`src/rtl/intr_ctrl_pkg.sv`:
```
// Shared constants, state encoding and address decode helper for intr_ctrl.
package intr_ctrl_pkg;

    // Byte addresses of the register map; bits [1:0] are never decoded.
    localparam logic [3:0] ADDR_PENDING = 4'h0;
    localparam logic [3:0] ADDR_ENABLE  = 4'h4;
    localparam logic [3:0] ADDR_CLAIM   = 4'h8;

    // Interrupt ID meaning "no source"; source i reports ID i+1.
    localparam logic [4:0] ID_NONE = 5'd0;

    // Controller state: IDLE (intr low), ASSERT (intr high), SERVICE (claimed).
    typedef enum logic [1:0] {
        IDLE    = 2'd0,
        ASSERT  = 2'd1,
        SERVICE = 2'd2
    } st_e;

    // Word-address match: compares only the word index bits.
    function automatic logic addr_hit(input logic [3:0] addr, input logic [3:0] base);
        return (addr[3:2] == base[3:2]);
    endfunction

endpackage

```
`src/rtl/intr_sync.sv`:
```
// Parameterized-width two-flop synchronizer for asynchronous level inputs.
module intr_sync #(
    parameter int W = 1
) (
    input  logic         clk,
    input  logic         rst,
    input  logic [W-1:0] d,
    output logic [W-1:0] q
);

    logic [W-1:0] s1_q;
    logic [W-1:0] s2_q;

    // Two back-to-back capture stages to settle metastability.
    always_ff @(posedge clk or posedge rst) begin
        if (rst) begin
            s1_q <= '0;
            s2_q <= '0;
        end else begin
            s1_q <= d;
            s2_q <= s1_q;
        end
    end

    assign q = s2_q;

endmodule

```
`src/rtl/intr_ctrl.sv`:
```
// Platform interrupt controller: pending latch, fixed-priority arbitration,
// claim/complete handshake and an edge-friendly intr output.
module intr_ctrl #(
    parameter int NSRC = 8
) (
    input  logic            clk,
    input  logic            rst,
    input  logic [NSRC-1:0] src_irq,
    input  logic            reg_wr_en,
    input  logic            reg_rd_en,
    input  logic [3:0]      reg_addr,
    input  logic [31:0]     reg_wdat,
    output logic [31:0]     reg_rdat,
    output logic            reg_rd_valid,
    output logic            intr
);
    import intr_ctrl_pkg::*;

    logic [NSRC-1:0] sync_s;
    logic [NSRC-1:0] active_s;
    logic [NSRC-1:0] pending_q, pending_d;
    logic [NSRC-1:0] enable_q, enable_d;
    logic [4:0]      svc_id_q, svc_id_d;
    logic [4:0]      best_id_s;
    st_e             st_q, st_d;
    logic            intr_q, intr_d;
    logic [31:0]     rdat_q, rdat_d;
    logic            rd_valid_q, rd_valid_d;
    logic            claim_rd_s;
    logic            claim_ok_s;
    logic            complete_ok_s;
    logic            unused_s;

    // Address bits [1:0] and write-data bits beyond the used fields are don't-care.
    assign unused_s = ^{reg_addr[1:0], reg_wdat};

    intr_sync #(.W(NSRC)) u_sync (
        .clk (clk),
        .rst (rst),
        .d   (src_irq),
        .q   (sync_s)
    );

    assign active_s = pending_q & enable_q;

    // Fixed-priority encoder: the lowest active index wins, reported as index+1.
    always_comb begin
        best_id_s = ID_NONE;
        for (int i = NSRC - 1; i >= 0; i--) begin
            if (active_s[i]) begin
                best_id_s = 5'(i + 1);
            end else begin
                best_id_s = best_id_s;
            end
        end
    end

    assign claim_rd_s    = reg_rd_en && addr_hit(reg_addr, ADDR_CLAIM);
    assign claim_ok_s    = claim_rd_s && (st_q != SERVICE) && (best_id_s != ID_NONE);
    assign complete_ok_s = reg_wr_en && addr_hit(reg_addr, ADDR_CLAIM) &&
                           (st_q == SERVICE) && (reg_wdat[4:0] == svc_id_q);

    // Pending bits: a claim clears its bit (and wins over a same-cycle set);
    // a synchronized level sets a bit unless that source is currently in service.
    always_comb begin
        pending_d = pending_q;
        for (int i = 0; i < NSRC; i++) begin
            if (claim_ok_s && (best_id_s == 5'(i + 1))) begin
                pending_d[i] = 1'b0;
            end else if (sync_s[i] && !((st_q == SERVICE) && (svc_id_q == 5'(i + 1)))) begin
                pending_d[i] = 1'b1;
            end else begin
                pending_d[i] = pending_q[i];
            end
        end
    end

    // Enable register write.
    always_comb begin
        if (reg_wr_en && addr_hit(reg_addr, ADDR_ENABLE)) begin
            enable_d = reg_wdat[NSRC-1:0];
        end else begin
            enable_d = enable_q;
        end
    end

    // Next-state logic: IDLE must be passed through before every new assertion
    // so the trap unit always sees a fresh rising edge.
    always_comb begin
        st_d     = st_q;
        svc_id_d = svc_id_q;
        case (st_q)
            IDLE: begin
                if (claim_ok_s) begin
                    st_d     = SERVICE;
                    svc_id_d = best_id_s;
                end else if ((best_id_s != ID_NONE) && !claim_rd_s) begin
                    st_d = ASSERT;
                end else begin
                    st_d = IDLE;
                end
            end
            ASSERT: begin
                if (claim_ok_s) begin
                    st_d     = SERVICE;
                    svc_id_d = best_id_s;
                end else if (best_id_s == ID_NONE) begin
                    st_d = IDLE;
                end else begin
                    st_d = ASSERT;
                end
            end
            SERVICE: begin
                if (complete_ok_s) begin
                    st_d     = IDLE;
                    svc_id_d = ID_NONE;
                end else begin
                    st_d = SERVICE;
                end
            end
            default: begin
                st_d     = IDLE;
                svc_id_d = ID_NONE;
            end
        endcase
    end

    assign intr_d = (st_q == ASSERT);

    // Read data mux; a claim read returns the winning ID only when it succeeds.
    always_comb begin
        rd_valid_d = reg_rd_en;
        rdat_d     = 32'd0;
        if (reg_rd_en) begin
            if (addr_hit(reg_addr, ADDR_PENDING)) begin
                rdat_d = 32'(pending_q);
            end else if (addr_hit(reg_addr, ADDR_ENABLE)) begin
                rdat_d = 32'(enable_q);
            end else if (addr_hit(reg_addr, ADDR_CLAIM)) begin
                rdat_d = claim_ok_s ? 32'(best_id_s) : 32'd0;
            end else begin
                rdat_d = 32'd0;
            end
        end else begin
            rdat_d = 32'd0;
        end
    end

    // State registers; reset abandons any claim or service immediately.
    always_ff @(posedge clk or posedge rst) begin
        if (rst) begin
            pending_q  <= '0;
            enable_q   <= '0;
            svc_id_q   <= ID_NONE;
            st_q       <= IDLE;
            intr_q     <= 1'b0;
            rdat_q     <= 32'd0;
            rd_valid_q <= 1'b0;
        end else begin
            pending_q  <= pending_d;
            enable_q   <= enable_d;
            svc_id_q   <= svc_id_d;
            st_q       <= st_d;
            intr_q     <= intr_d;
            rdat_q     <= rdat_d;
            rd_valid_q <= rd_valid_d;
        end
    end

    assign intr         = intr_q;
    assign reg_rdat     = rdat_q;
    assign reg_rd_valid = rd_valid_q;

endmodule
```
`config.mk`:
```
export PLATFORM = sky130hd
export DESIGN_NAME = intr_ctrl
export DESIGN_NICKNAME = d
export VERILOG_FILES = /design/src/rtl/intr_ctrl_pkg.sv /design/src/rtl/intr_sync.sv /design/src/rtl/intr_ctrl.sv
export SDC_FILE = /design/constraint.sdc
export NUM_CORES = 1
export LEC_CHECK = 0
export CAP_MARGIN = 20
export CORE_ASPECT_RATIO = 1.25
export CORE_MARGIN = 1
export CORE_UTILIZATION = 30
export DETAILED_ROUTE_END_ITERATION = 16
export PLACE_DENSITY = 0.66
export SYNTH_ARGS = -nofsm -noshare
export SYNTH_HDL_FRONTEND = slang
export SYNTH_SLANG_ARGS = --single-unit
```
`constraint.sdc`:
```
create_clock -name clk -period 2.75 [get_ports clk]
set_input_delay 0.55 -clock clk [delete_from_list [all_inputs] [get_ports clk]]
set_output_delay 0.55 -clock clk [all_outputs]
set_load 0.03 [all_outputs]
```
==> flow_metrics.tcl, run 1 <==
set metrics [dict create \
    cts_h_tree_lvls 2 \
    timing.critical_path.to_type "register" \
    antenna_cells_inserted 0 \
    powerDensity_nw_per_um2 636 \
    finalWeightedCongestion 0.871 \
    cts-resized-gates 0 \
    finalSetupViolations 0 \
    power_switching_mw 0.521 \
    ant_nets 0 \
    outcome "finished clean" \
    synth.avg_cell_area_um2 11.1 \
    setup_tns_ns 0 \
    clockBufferDepth 2 \
    clock_sink_count 48 \
    grt_max_degree 28 \
    globalRouteOverflowTotal 0 \
    hold_buffers 0 \
    fin_crit_sh 0.745 \
    ctsRootBufferMaster "clkbuf_8" \
    worst-slew-pin-transition_ns 0.515 \
    finish.utilization 0.376 \
    cp_data_required_time_ns 2.98 \
    synth-main-ff-cell "dfrtp_1" \
    avgViaCountPerCell 4.55 \
    path_class "in -> reg" \
    ir_worst_vdd_v 0.000273 \
    synth_edf_count 0 \
    floorplan_die_area_um2 7600 \
    drive_gt1_frac 0.103 \
    mostFrequentLayoutCells "dfrtp_1, clkdlybuf4s50_1, conb_1" \
    hold_path.class "reg -> reg" \
    chipHeight_um 97.2 \
    rsz_0062_raised_after_global_routing "false" \
    asyncSetResetFlopFracSynth 1.00 \
    hpwl_um 3230 \
    initial_antenna_violation_count 0 \
    clkPwrFrac 0.252 \
    worstSkewPairLatency_ns 0.30 \
    commonest_non_fill_non_tap_cell_in_the_layout "dfrtp_1" \
    grt_use_total 0.123 \
    clk_pin_slew_ns 0.08 \
    vias 1469 \
    worst-path-max-fanout 7 \
    max_freq_mhz 488 \
    floorplan.die.width_um 78.2 \
    cts_setup_buffers 0 \
    power_report.internal_total_mw 1.15 \
    start_kind "input pin" \
    yosys_warnings 0 \
    pwr-share-seq 0.517 \
    combPwrFrac 0.231 \
    timing.max_slew.rel_slack 0.655 \
    timing.critical_path.arrival_ns 2.28 \
    cts_made_buffers 5 \
    postRouteWirelength_um 4240 \
    cts_tree "yes" \
    fillers 716 \
    slew_viol_final 0 \
    fin_hold_ws_ns 0.353 \
    power.switching_fraction 0.312 \
    top_level_ports 82 \
    final_period_minus_worst_setup_slack_ns 2.05 \
    synthDistinctLibCells 41 \
    finish.instance_area_um2 2620 \
    timing_hold_violations_final 0 \
    dpl_cell_area_um2 2530 \
    cellLeakagePower_nw 1.11 \
    area_growth_syn_to_layout_pct 20.4 \
    finClkSkew_ns 0.00745 \
    core_area_um2 6980 \
    layout.nets 280 \
    route.detailed.wl_per_inst_um 13.1 \
    netlist_instances 196 \
    drtIter0Drc 107 \
    synth_sequential_area_ratio 0.552 \
    drv_cap 0 \
    first_pass_iters 5 \
    std_cell_rows 34 \
    placement.io_buffers 31 \
    drc 0 \
    wire_length_of_the_first_global_routing_pass_um 7330 \
    initial_core_util 0.312 \
    synth-seq-cells 48 \
    synth.cell_area_um2 2180 \
    grt_pass1_vias 1489 \
]
[sequential cells by signal, indices dropped and copies added (netlist names)]
name and cells:
reg_rd_valid 1, u_sync.q 8, u_sync.s1_q 8, intr 1
reg_rdat 8, svc_id_q 4, pending_q 8, st_q 2
enable_q 8
[cells in the mapped netlist, types with 2 or more instances]
| cell | count | share of area |
|---|---|---|
| nand3_1 | 4 | 0.0092 |
| o31ai_1 | 2 | 0.0069 |
| a41oi_1 | 2 | 0.0081 |
| mux2i_1 | 6 | 0.028 |
| a31oi_1 | 3 | 0.0086 |
| nand3b_1 | 4 | 0.014 |
| dfrtp_1 | 48 | 0.55 |
| o31a_1 | 2 | 0.0081 |
| mux2_2 | 8 | 0.041 |
| inv_1 | 5 | 0.0086 |
| a22o_1 | 6 | 0.024 |
| nand2_1 | 12 | 0.021 |
| clkbuf_1 | 3 | 0.0052 |
| a21oi_1 | 13 | 0.030 |
| and2_1 | 5 | 0.014 |
| buf_4 | 24 | 0.083 |
| nand2b_1 | 3 | 0.0086 |
| nor2_1 | 18 | 0.031 |
| xnor2_1 | 4 | 0.016 |
| o21a_1 | 3 | 0.010 |
[routing by layer]
layer | vias up | GRT usage | wire, µm
met5 | - | 0 | 0
met4 | 0 | 0.0413 | 64
met3 | 7 | 0.0319 | 184
met2 | 51 | 0.208 | 2190
met1 | 702 | 0.152 | 1810
li1 | 709 | - | -
[power by group through the flow]
stage	logic (mW)	registers, mW	clock network (mW)
2_1_floorplan	0.286	0.870	0
3_3_place_gp	0.382	0.872	0
3_5_place_dp	0.385	0.875	0
4_1_cts	0.388	0.861	0.439
5_1_grt	0.424	0.875	0.472
6_report	0.384	0.862	0.421
[metrics by stage]
step,instances,power (mW),worst slack [ns]
2_1_floorplan,219,1.16,1.00
3_3_place_gp,315,1.25,0.434
3_5_place_dp,315,1.26,0.430
4_1_cts,323,1.69,0.739
5_1_grt,323,1.77,0.566
6_report,323,1.67,0.702
[cells by family (layout without fill, tap and decap cells)]
family,count (synthesis),count (layout),share of synthesized area
xor gates and xnor gates,4,4,0.0161
buffers and inverters,34,48,0.101
other,1,24,0.00172
muxes,14,14,0.0690
DFF,48,48,0.552
and+or+nand+nor,55,55,0.128
AOI/OAI and AO/OA,40,40,0.133
[path summary, 6_finish.rpt]
path	start	endpoint	slack [ns]	cells after the start
setup / recovery	reg_rd_en	reg_rdat[3]	0.70	6
max in group asynchronous	rst	enable_q[2]	1.68	3
min in group asynchronous	rst	reg_rdat[0]	0.58	2
hold reg to reg	u_sync.s1_q[2]	u_sync.q[2]	0.35	0
setup reg to reg	pending_q[4]	svc_id_q[1]	0.79	5
hold / removal	u_sync.s1_q[2]	u_sync.q[2]	0.35	0
[area by class of cell]
cell class | count | area, µm² | share of cell area
clock inverter | 2 | 10.0 | 0.00382
clock buffer | 6 | 82.6 | 0.0315
multi-input combinational | 137 | 842 | 0.321
inverter | 5 | 18.8 | 0.00716
sequential | 48 | 1200 | 0.458
timing repair buffer | 35 | 353 | 0.135
tap | 90 | 113 | 0.0430
[worst max-delay path, cell delays in order]
cell and delay, ns:
clkdlybuf4s50_1 0.62, and3b_1 0.25, and2_0 0.18, nand2_1 0.12
nor2_1 0.35, o21a_1 0.20
(Power assumes the default switching activity.)
==> run 2: changes to the inputs <==
==> constraint.sdc (replaced) <==
create_clock -name clk -period 2.1 [get_ports clk]
set_input_delay 0.42 -clock clk [delete_from_list [all_inputs] [get_ports clk]]
set_output_delay 0.42 -clock clk [all_outputs]
set_load 0.03 [all_outputs]
==> run 2 against run 1 <==
Compared with the run above:
- sequential share of layout area fell by 1.6 points
- die area stayed put
- design area up 3.7%
- first-iteration DRC count down 7.5%
- sequential cell count is the same
- critical path depth decreased by 1
- core utilization rose by 1.4 points
- count of clock-buffer cells in the layout unchanged
- register-to-register slack got worse by 0.61 ns
- combinational power is 41% higher
- worst hold slack worse by 0.0019 ns
- largest cell class unchanged
==> flow_metrics.tcl, run 2 (same netlist as run 1, synthesis figures left out) <==
set metrics [dict create \
    grt_use_total 0.133 \
    ctsRootBufferMaster "clkbuf_8" \
    hpwl_um 3420 \
    place.detailed.instances 328 \
    commonest_non_fill_non_tap_cell_in_the_layout "dfrtp_1" \
    timing.critical_path.to_type "register" \
    std_cell_rows 34 \
    cts_h_tree_lvls 2 \
    crit_top_cell "a22o_1" \
    slowest_delay_ns 0.43 \
    globalRouteOverflowTotal 0 \
    critical_path.slowest_cell "dfrtp_1" \
    wire_length_of_the_first_global_routing_pass_um 7720 \
    regArea_um2 1200 \
    core_area_um2 6980 \
    ant_nets 0 \
    vias 1531 \
    placement.io_buffers 31 \
    cp_data_required_time_ns 2.29 \
    rsz_0062_raised_after_global_routing "false" \
    final_period_minus_worst_setup_slack_ns 1.92 \
    initial_core_util 0.312 \
    floorplan_die_area_um2 7600 \
    avgViaCountPerCell 4.56 \
    cts_tree "yes" \
    floorplan.die.width_um 78.2 \
    worstPathBufferInverterCount 0 \
    path_class "reg -> reg" \
    ir_worst_vdd_v 0.000351 \
    cellLeakagePower_nw 1.17 \
    drc 0 \
    chipHeight_um 97.2 \
    finalSetupViolations 0 \
    cts_made_buffers 5 \
    mostFrequentLayoutCells "dfrtp_1, clkdlybuf4s50_1, conb_1" \
    cp_top_family "compound AO/OA/AOI/OAI gates" \
    cts-resized-gates 0 \
    cts_setup_buffers 0 \
    slew_viol_final 0 \
    postRouteWirelength_um 4440 \
    grt_max_degree 31 \
    drive_gt1_frac 0.150 \
    setup_tns_ns 0 \
    timing_hold_violations_final 0 \
    drv_cap 0 \
    timing.critical_path.arrival_ns 2.11 \
    timing.max_slew.rel_slack 0.636 \
    initial_antenna_violation_count 0 \
    finalWeightedCongestion 0.949 \
    finClkSkew_ns 0.00609 \
    worstPathCellList "a22o_1 -> o31ai_1 -> o2111ai_2 -> and2_1 -> a22o_1" \
    route.detailed.wl_per_inst_um 13.2 \
    fillers 714 \
    drtIter0Drc 99 \
    multi_input_area_um2 842 \
    grt_pass1_vias 1565 \
    antenna_cells_inserted 0 \
    powerDensity_nw_per_um2 817 \
    clockBufferDepth 2 \
    first_pass_iters 4 \
    hold_buffers 0 \
    worstSkewPairLatency_ns 0.30 \
    worst-path-max-fanout 5 \
    layout.nets 293 \
    power_mw 2.22 \
    top_level_ports 82 \
    dpl_cell_area_um2 2630 \
    hold_path.class "reg -> reg" \
    worst-slew-pin-transition_ns 0.546 \
    finish.instance_area_um2 2720 \
    clk_pin_slew_ns 0.09 \
    outcome "finished clean" \
    start_kind "register" \
    fin_crit_sh 0.913 \
    area_growth_syn_to_layout_pct 24.9 \
    stdcell_count 336 \
    max_freq_mhz 522 \
    clock_sink_count 48 \
]
## run 2: changes by cell type in the layout (fill, tap and decap cells not counted), sizes merged
| cell | change |
|---|---|
| buf | +13 |
## run 2: worst reg2reg max path, stage by stage, from the launching register on
cell	delay [ns]
dfrtp_1	0.43
a22o_1	0.26
o31ai_1	0.38
o2111ai_2	0.29
and2_1	0.27
a22o_1	0.19
## run 2: stage by stage
stage / util / setup WS (ns) / hold WS, ns
finish: 0.390 / 0.183 / 0.351
global placement: 0.376 / -0.0120 / 0.335
global route: 0.390 / 0.0335 / 0.355
detailed placement: 0.376 / -0.0319 / 0.335
CTS: 0.390 / 0.178 / 0.354
floorplan: - / 0.407 / 0.331
## run 2: final cells by class
| class | instances | area share |
|---|---|---|
| Sequential cell | 48 | 0.442 |
| Multi-Input combinational cell | 137 | 0.310 |
| Timing Repair Buffer | 48 | 0.166 |
| Tap cell | 90 | 0.0414 |
| Clock buffer | 6 | 0.0304 |
| Inverter | 5 | 0.00691 |
| Clock inverter | 2 | 0.00368 |
## run 2: worst paths after layout
| path | end | cells past startpoint | startpoint | slack [ns] |
|---|---|---|---|---|
| max reg2reg | svc_id_q[1] | 5 | enable_q[3] | 0.18 |
| min reg2reg | u_sync.q[2] | 0 | u_sync.s1_q[2] | 0.35 |
| min in group asynchronous | enable_q[5] | 2 | rst | 0.42 |
| max | svc_id_q[1] | 5 | enable_q[3] | 0.18 |
| min | u_sync.q[2] | 0 | u_sync.s1_q[2] | 0.35 |
| max in group asynchronous | enable_q[2] | 3 | rst | 1.18 |
## run 2: power by group
group	switching (mW)	total, mW	internal (mW)
Clock	0.299	0.562	0.263
Combinational	0.304	0.542	0.238
Sequential	0.0964	1.12	1.02
## run 2: metal layers
metal	vias to the layer above	part of all wire	track usage	wire (µm)
met5	-	0	0	0
met4	0	0.018	0.0470	80
met3	11	0.055	0.0404	246
met2	52	0.50	0.221	2200
met1	730	0.43	0.161	1910
li1	738	-	-	-
==> run 3: changes to the inputs <==
--- a/config.mk
+++ b/config.mk
@@ -10,7 +10,9 @@
 export CORE_MARGIN = 1
 export CORE_UTILIZATION = 30
 export DETAILED_ROUTE_END_ITERATION = 16
+export GPL_TIMING_DRIVEN = 1
 export PLACE_DENSITY = 0.66
+export SLEW_MARGIN = 5
 export SYNTH_ARGS = -nofsm -noshare
 export SYNTH_HDL_FRONTEND = slang
 export SYNTH_SLANG_ARGS = --single-unit
==> results of run 3 <==
No change in the layout: final DEF, timing and power equal those of run 2.
